## config.mk

```make
export PLATFORM = sky130hd
export DESIGN_NAME = ssd_scan_driver
export DESIGN_NICKNAME = d
export VERILOG_FILES = /design/src/rtl/ssd_scan_driver.sv
export SDC_FILE = /design/constraint.sdc
export NUM_CORES = 1
export LEC_CHECK = 0
export ABC_AREA = 1
export CAP_MARGIN = 20
export CORE_MARGIN = 2
export CORE_UTILIZATION = 55
export CTS_BUF_LIST = sky130_fd_sc_hd__clkbuf_8
export DETAILED_ROUTE_END_ITERATION = 7
export DONT_BUFFER_PORTS = 1
export PLACE_DENSITY = 0.7
export RECOVER_POWER = 25
export SYNTH_ARGS = -nofsm -noshare
export SYNTH_HDL_FRONTEND = slang
export SYNTH_SLANG_ARGS = --single-unit
```

## constraint.sdc

```tcl
create_clock -name clk -period 3.18 [get_ports clk]
set_clock_uncertainty 0.1 [all_clocks]
set_input_delay 0.636 -clock clk [delete_from_list [all_inputs] [get_ports clk]]
set_output_delay 0.636 -clock clk [all_outputs]
set_load 0.01 [all_outputs]
```

## src/rtl/ssd_scan_driver.sv

```systemverilog
// ssd_scan_driver: multiplexed seven-segment scan driver for NUM_DIGITS
// common-anode digits. It scans one digit per SCAN_DIV-cycle slot and adds
// per-digit decimal point, blank and blink masks, 16-level PWM brightness and
// a one-cycle dead time at the start of every slot. Inputs are double-buffered
// so that they take effect only at frame boundaries.
//
// Optional feature: define SSD_LEADING_ZERO_BLANK_EN to suppress every digit
// above the most significant nonzero shadow nibble. Digit 0 is never
// suppressed, and a suppressed digit also has its decimal point dark.
//
// Ports:
//   clk          system clock
//   rst          asynchronous reset, active-low
//   data         packed hex nibbles; nibble i drives digit i (digit 0 rightmost)
//   dp_mask      1 = decimal point lit on digit i
//   blank_mask   1 = digit i dark
//   blink_mask   1 = digit i blinks
//   brightness   PWM duty level, sampled live (15 = full, 0 = 1/16)
//   frame_start  one-cycle pulse in the cycle after the shadow registers load
//   cathode      active-low segments, [0]=a .. [6]=g, [7]=dp
//   anode        active-low one-hot digit enable
module ssd_scan_driver #(
  parameter int unsigned NUM_DIGITS   = 4,
  parameter int unsigned SCAN_DIV     = 5000,
  parameter int unsigned BLINK_FRAMES = 50
) (
  input  logic                    clk,
  input  logic                    rst,
  input  logic [4*NUM_DIGITS-1:0] data,
  input  logic [NUM_DIGITS-1:0]   dp_mask,
  input  logic [NUM_DIGITS-1:0]   blank_mask,
  input  logic [NUM_DIGITS-1:0]   blink_mask,
  input  logic [3:0]              brightness,
  output logic                    frame_start,
  output logic [7:0]              cathode,
  output logic [NUM_DIGITS-1:0]   anode
);

  localparam int unsigned PW = (SCAN_DIV > 1) ? $clog2(SCAN_DIV) : 1;
  localparam int unsigned IW = (NUM_DIGITS > 1) ? $clog2(NUM_DIGITS) : 1;
  localparam int unsigned BW = (BLINK_FRAMES > 1) ? $clog2(BLINK_FRAMES) : 1;
  localparam int unsigned DW = 4 * NUM_DIGITS;

  localparam logic [PW-1:0] PRESC_MAX = PW'(SCAN_DIV - 1);
  localparam logic [IW-1:0] IDX_MAX   = IW'(NUM_DIGITS - 1);
  localparam logic [BW-1:0] BLINK_MAX = BW'(BLINK_FRAMES - 1);

  // ST_DARK holds the outputs dark until the first frame load
  typedef enum logic {
    ST_DARK = 1'b0,
    ST_RUN  = 1'b1
  } state_t;

  state_t state;
  state_t state_nxt;

  logic [PW-1:0]         presc;
  logic [IW-1:0]         idx;
  logic [3:0]            pwm;
  logic [BW-1:0]         blink_cnt;
  logic                  blink_phase;

  logic [DW-1:0]         sh_data;
  logic [NUM_DIGITS-1:0] sh_dp;
  logic [NUM_DIGITS-1:0] sh_blank;
  logic [NUM_DIGITS-1:0] sh_blink;

  logic                  tick;
  logic                  load;
  logic                  dead;
  logic                  lit;
  logic [NUM_DIGITS-1:0] lz_sup;
  logic [NUM_DIGITS-1:0] sel;
  logic [3:0]            cur_nib;
  logic                  cur_dp;
  logic                  cur_dark;
  logic                  cur_blink;

  // Hex font, active-low, bit order {g,f,e,d,c,b,a}
  function automatic logic [6:0] seg7(input logic [3:0] v);
    logic [6:0] s;
    case (v)
      4'h0:    s = 7'b100_0000;
      4'h1:    s = 7'b111_1001;
      4'h2:    s = 7'b010_0100;
      4'h3:    s = 7'b011_0000;
      4'h4:    s = 7'b001_1001;
      4'h5:    s = 7'b001_0010;
      4'h6:    s = 7'b000_0010;
      4'h7:    s = 7'b111_1000;
      4'h8:    s = 7'b000_0000;
      4'h9:    s = 7'b001_0000;
      4'hA:    s = 7'b000_1000;
      4'hB:    s = 7'b000_0011;
      4'hC:    s = 7'b100_0110;
      4'hD:    s = 7'b010_0001;
      4'hE:    s = 7'b000_0110;
      default: s = 7'b000_1110;
    endcase
    return s;
  endfunction

  assign tick = (presc == PRESC_MAX);
  assign load = tick && (idx == IDX_MAX);
  assign dead = (presc == '0);

  // Slot prescaler
  always_ff @(posedge clk or negedge rst) begin
    if (!rst) begin
      presc <= '0;
    end else if (tick) begin
      presc <= '0;
    end else begin
      presc <= presc + PW'(1);
    end
  end

  // Digit index, advances once per slot
  always_ff @(posedge clk or negedge rst) begin
    if (!rst) begin
      idx <= '0;
    end else if (tick) begin
      idx <= (idx == IDX_MAX) ? '0 : idx + IW'(1);
    end
  end

  // Free-running PWM phase
  always_ff @(posedge clk or negedge rst) begin
    if (!rst) begin
      pwm <= 4'h0;
    end else begin
      pwm <= pwm + 4'h1;
    end
  end

  // Blink frame counter and phase, stepped on each frame load
  always_ff @(posedge clk or negedge rst) begin
    if (!rst) begin
      blink_cnt   <= '0;
      blink_phase <= 1'b0;
    end else if (load) begin
      if (blink_cnt == BLINK_MAX) begin
        blink_cnt   <= '0;
        blink_phase <= ~blink_phase;
      end else begin
        blink_cnt <= blink_cnt + BW'(1);
      end
    end
  end

  // Shadow registers, captured only at frame boundaries
  always_ff @(posedge clk or negedge rst) begin
    if (!rst) begin
      sh_data  <= '0;
      sh_dp    <= '0;
      sh_blank <= '0;
      sh_blink <= '0;
    end else if (load) begin
      sh_data  <= data;
      sh_dp    <= dp_mask;
      sh_blank <= blank_mask;
      sh_blink <= blink_mask;
    end
  end

  // Display-enable state register
  always_ff @(posedge clk or negedge rst) begin
    if (!rst) begin
      state <= ST_DARK;
    end else begin
      state <= state_nxt;
    end
  end

  // Display-enable next state
  always_comb begin
    state_nxt = state;
    case (state)
      ST_DARK: if (load) state_nxt = ST_RUN;
      ST_RUN:  state_nxt = ST_RUN;
      default: state_nxt = ST_DARK;
    endcase
  end

`ifdef SSD_LEADING_ZERO_BLANK_EN
  // A digit is suppressed when it and every digit above it hold zero
  always_comb begin
    logic zero_above;
    zero_above = 1'b1;
    lz_sup     = '0;
    for (int i = int'(NUM_DIGITS) - 1; i >= 0; i--) begin
      zero_above = zero_above && (sh_data[4*i +: 4] == 4'h0);
      lz_sup[i]  = (i != 0) && zero_above;
    end
  end
`else
  assign lz_sup = '0;
`endif

  // Select the shadow state of the digit currently being scanned
  always_comb begin
    sel       = '0;
    cur_nib   = 4'h0;
    cur_dp    = 1'b0;
    cur_dark  = 1'b0;
    cur_blink = 1'b0;
    for (int i = 0; i < int'(NUM_DIGITS); i++) begin
      if (idx == IW'(i)) begin
        sel[i]    = 1'b1;
        cur_nib   = sh_data[4*i +: 4];
        cur_dp    = sh_dp[i] && !lz_sup[i];
        cur_dark  = sh_blank[i] || lz_sup[i];
        cur_blink = sh_blink[i];
      end
    end
  end

  assign lit = (state == ST_RUN) && !dead && !cur_dark &&
               !(cur_blink && blink_phase) && (pwm <= brightness);

  // Registered pin stage; the cathode follows the scanned glyph even when dark
  always_ff @(posedge clk or negedge rst) begin
    if (!rst) begin
      anode       <= '1;
      cathode     <= 8'hFF;
      frame_start <= 1'b0;
    end else begin
      frame_start <= load;
      anode       <= lit ? ~sel : '1;
      cathode     <= (state == ST_RUN) ? {~cur_dp, seg7(cur_nib)} : 8'hFF;
    end
  end

endmodule

```

==> impl_metrics.toml, run 1 <==
[drt]
routed_via_density = 5.18
drtPass1Iterations = 4
wire_per_inst_um = 13.4
route.antenna.remaining_nets = 0
drc = 0
wl_um = 7070
first_iter_violations = 143
vias = 2734

[clock_tree]
clock-sinks = 68
htree_levels = 3
cts_buffers = 9
tritoncts = "done"
post_cts_buffers = 0
cts_hold_repair.buffers = 1
ctsRootBufferMaster = "clkbuf_8"
cts_resized = 0
clk_path_buf_depth = 2
clkSlewWorstSetupHoldPaths_ns = 0.07
clk_latency_ns = 0.34

[sta]
maxSlewHeadroom_pct = 7.76
tightest_slew_ns = 1.38
setup_viol = 0
hold_violations = 0
rsz0062_at_grt = "no"
max_freq_mhz = 418
min_period_ns = 2.39
finalSetupTns_ns = 0
fin_crit_sh_pct = 75.3
drv_slew = 0

[pwr]
ir_drop_v = 0.000248
p_leak_uw = 0.00187
p_per_area_nw_per_um2 = 401

[placement]
placed_area_um2 = 3600
finalWeightedCongestion = 0.889
port_buffers = 0
dp_hpwl_um = 4900

[global_route]
grt_pass1_wl_um = 12200
antenna_found_initial = 0
grt_pass1_vias = 2694
grt.total_usage_pct = 21.5
grt_max_degree = 57
grt_overflow = 0

[critical_path]
crit_path_max_fanout = 15
max_stage_delay_ns = 0.52
criticalPathCategory = "reg -> reg"
startpoint_type = "flop"
cp.depth = 9
path_buf_inv = 1
slowest_stage = "ha_1"
worstRegToRegCells = 9
cp_cell_sequence = "ha_1, inv_1, or2_2, nand2_1, ha_1, nand2_1, nor2_1, nor2_1, nand2_1"
worstPathArrival_ns = 2.57
crit_top_cell = "nand2_1"
cp.required_ns = 3.35
setup.worst_path.end_class = "flop"
critical_path.top_delay_family = "adder cells"

[floorplanning]
fp.dieW_um = 84.8
die-height_um = 84.8
initial_utilization_pct = 56.8
rows = 29
io_pins = 47
die-area_um2 = 7180
core_um2 = 6310

[worst_hold_path]
hold_path_class = "in -> async"

[synthesis]
ys_types = 32
synth_nets = 499
synthCells = 445
syn_area_um2 = 3590
ys_ff_latch = 68
syn_avg_cell_area_um2 = 8.06
yosysSeqAreaShare_pct = 47.9
synth.yosys.warnings = 0

[finish]
fin_nets = 500
drive_gt1_share_pct = 9.98
antenna_cells = 0
layout_common_cells = "nand2_1, dfrtp_1, inv_1"
area_delta_synth_final_pct = 5.48
fin_area_um2 = 3780
final_common_cell = "nand2_1"

[job]
drv_cap = 0

[run_status]
status = "finished clean"
==> per-stage QoR <==
| stage | util (%) | worst slack, ns | std cells | total power (uW) | hold slack, ns |
|---|---|---|---|---|---|
| after CTS | 60.3 | 0.781 | 528 | 1540 | 0.0204 |
| after detailed placement | 57.1 | 0.816 | 511 | 886 | 0.244 |
| after floorplan | - | 1.21 | 445 | 885 | 0.240 |
| after global routing | 59.9 | 0.603 | 528 | 1570 | 0.0111 |
| final | 59.9 | 0.786 | 528 | 1520 | 0.0340 |
| after global placement | 57.1 | 0.931 | 511 | 886 | 0.243 |
==> path summary, 6_finish.rpt <==
| check | startpoint | to | slack [ns] |
|---|---|---|---|
| worst max-delay path | idx[0] | cathode[1] | 0.79 |
| worst min-delay path | rst | cathode[1] | 0.03 |
| worst max register to register | idx[0] | cathode[1] | 0.79 |
| worst min register to register | sh_data[15] | sh_data[15] | 0.38 |
| max in group asynchronous | rst | sh_data[0] | 1.64 |
| min in group clk | data[7] | sh_data[7] | 0.31 |
==> cell type report <==
cell class | instances | area (um^2)
Fill cell | 589 | 2530
Sequential cell | 68 | 1720
Multi-Input combinational cell | 318 | 1610
Inverter | 48 | 184
Clock buffer | 10 | 138
Tap cell | 77 | 96.3
Clock inverter | 6 | 38.8
Timing Repair Buffer | 1 | 5.00
==> synthesized netlist by cell type <==
cell / n / area, um^2
a21boi_0: 1 / 7.51
a21oi_1: 18 / 90.1
buf_2: 2 / 10.0
buf_4: 2 / 15.0
buf_6: 4 / 45.0
clkbuf_1: 3 / 11.3
clkinv_2: 1 / 5.00
dfrtp_1: 56 / 1400
dfstp_2: 12 / 315
ha_1: 20 / 250
inv_1: 44 / 165
inv_2: 2 / 7.51
inv_4: 1 / 6.26
nand2_1: 160 / 601
nand2_2: 4 / 25.0
nand2_4: 1 / 11.3
nand3_1: 41 / 205
nand3b_1: 1 / 7.51
nand4_1: 7 / 43.8
nor2_1: 28 / 105
nor2_2: 3 / 18.8
nor2_8: 1 / 20.0
nor3_1: 3 / 15.0
nor3_4: 1 / 16.3
o211ai_1: 3 / 22.5
o21ai_0: 12 / 60.1
o21ai_1: 2 / 10.0
o21bai_1: 2 / 15.0
o31ai_1: 1 / 7.51
or2_2: 2 / 12.5
xnor2_1: 2 / 17.5
xor2_1: 5 / 43.8
==> logic make-up (layout without fill, tap and decap cells) <==
group / Yosys count / after routing / share of synthesized area (%)
AO/OA/AOI/OAI: 39 / 39 / 5.93
flip-flops: 68 / 68 / 47.9
AND/OR/NAND/NOR: 252 / 252 / 30.1
buffers and inverters: 59 / 65 / 7.39
XOR/XNOR: 7 / 7 / 1.71
adder cells (fa/ha/maj): 20 / 20 / 6.98
==> power by group <==
part           switching (uW)  leakage (uW)  internal, uW  total [uW]
registers                   0      0.000744           865         865
logic                    16.0       0.00104          2.24        18.2
clock network             332     0.0000885           302         635
total                     348       0.00187          1170        1520
==> registers in the layout, summed over array words and instances (netlist names), 4 cells and up <==
register   count
sh_blank       4
sh_data       16
presc         13
cathode        8
anode          4
blink_cnt      6
sh_dp          4
pwm            4
sh_blink       4
==> metal layers <==
metal	vias to the layer above	global-route usage [%]	part of all wire (%)
met5	-	0	0
met1	1241	29.6	48
met3	12	4.92	5.6
li1	1411	-	-
met2	70	33.5	45
met4	0	8.08	1.6
Note: power is estimated with default switching activity, not from simulation.
==> run 2: changes to the inputs <==
Clock period 3.18 ns to 2.45 ns, I/O delays scaled along.
==> run 2 against run 1 <==
  * Critical endpoint is now cathode[0]
  * Largest cell class unchanged
  * Highest routed layer unchanged
  * Maximum frequency increased by 9.9%
  * Critical path type unchanged
  * Clock power increased by 64%
  * Total power increased by 45%
==> impl_metrics.toml, run 2 (synthesis gave the netlist of run 1 again) <==
[placement]
dp_hpwl_um = 4850
finalWeightedCongestion = 0.886
port_buffers = 0

[drt]
drtPass1Iterations = 4
drc = 0
first_iter_violations = 148
wire_per_inst_um = 12.9
vias = 2758
route.antenna.remaining_nets = 0
routed_via_density = 5.17
wl_um = 6880

[floorplanning]
rows = 29
fp.dieW_um = 84.8
die-area_um2 = 7180
io_pins = 47
die-height_um = 84.8
core_um2 = 6310
initial_utilization_pct = 56.8

[critical_path]
cp.required_ns = 2.63
setup.worst_path.end_class = "flop"
slowest_stage = "dfrtp_1"
crit_path_max_fanout = 9
worst-r2r-setup-slack_ns = 0.27
rr_startpoint = "idx[1]"
cp_cell_sequence = "inv_1, ha_2, inv_2, nand3_1, nand2_1, nand2_1, nand2_1, nand2_1, inv_1, ha_1, nand3b_1, nand3_1, nand3_1"
startpoint_type = "flop"
worstPathArrival_ns = 2.36
r2r_end = "cathode[0]"
critical_path.top_delay_family = "simple AND/OR/NAND/NOR gates"
max_stage_delay_ns = 0.40
crit_top_cell = "nand2_1"
path_buf_inv = 3
worstRegToRegCells = 13
criticalPathCategory = "reg -> reg"

[sta]
setup_viol = 0
whs_ns = 0.149
tightest_slew_ns = 1.46
drv_slew = 0
finalSetupTns_ns = 0
fin_crit_sh_pct = 88.9
rsz0062_at_grt = "no"
min_period_ns = 2.18
hold_violations = 0
max_freq_mhz = 459
maxSlewHeadroom_pct = 2.63

[clock_tree]
clk_path_buf_depth = 2
htree_levels = 3
cts_buffers = 9
ctsRootBufferMaster = "clkbuf_8"
tritoncts = "done"
clkSlewWorstSetupHoldPaths_ns = 0.08
post_cts_buffers = 0
clk_latency_ns = 0.35
clock-sinks = 68

[finish]
fin_util_pct = 61.4
area_delta_synth_final_pct = 7.99
layout_common_cells = "nand2_1, dfrtp_1, inv_1"
largest_registers = "sh_data (16), presc (13), cathode (8)"
drive_gt1_share_pct = 11.0
top_register = "sh_data"
antenna_cells = 0
final_common_cell = "nand2_1"
largest_reg_flops = 16
fin_nets = 505

[worst_hold_path]
min_to = "sh_data[14]"
hold_path_class = "in -> reg"
min_from = "data[14]"
hold_depth = 2

[global_route]
grt_max_degree = 69
grt_overflow = 0
grt.total_usage_pct = 20.7
grt_pass1_vias = 2538
grt_pass1_wl_um = 11600
antenna_found_initial = 0

[job]
drv_cap = 0

[pwr]
ir_drop_v = 0.000484
p_per_area_nw_per_um2 = 567
p_leak_uw = 0.00192

[run_status]
status = "finished clean"
[run 2: repair_timing]
action	CTS	global route
gates resized for setup	0	1
endpoints found under the hold margin	68	0
setup endpoints to repair	0	4
hold buffers	2	0
[run 2: where the power goes]
part / switching [uW] / internal [uW]
logic: 24.3 / 4.03
clock network: 444 / 601
registers: 0 / 1120
[run 2: worst max path at each step]
stage	cells after the start	start	slack, ns	end
floorplan	12	idx[0]	0.48	cathode[3]
global placement	13	idx[1]	0.29	cathode[0]
finish	13	idx[1]	0.27	cathode[0]
CTS	13	idx[1]	0.17	cathode[0]
global route	14	idx[1]	0.05	cathode[5]
detailed placement	13	idx[1]	0.18	cathode[0]
[run 2: stage by stage]
stage / cell area, um^2 / std cells / setup WS, ns / power, uW
final: 3870 / 533 / 0.271 / 2200
after global routing: 3870 / 533 / 0.0494 / 2260
after CTS: 3890 / 533 / 0.165 / 2220
after detailed placement: 3630 / 515 / 0.182 / 1150
after global placement: 3630 / 515 / 0.292 / 1150
after floorplan: 3590 / 445 / 0.481 / 1150
[run 2: layer usage]
metal	up-vias	GRT usage, %	wire length, um
met1	1280	28.4	3320
met4	0	10.4	109
li1	1411	-	-
met2	56	31.4	3150
met3	11	4.03	304
met5	-	0	0
[run 2: cell type report]
cell class | instances | area, um^2
clock buffers | 10 | 138
clock inverters | 6 | 86.3
fillers | 588 | 2440
inverters | 48 | 184
multi-input cells | 318 | 1610
flip-flops and latches | 68 | 1720
well taps | 77 | 96.3
repair buffers | 6 | 45.0
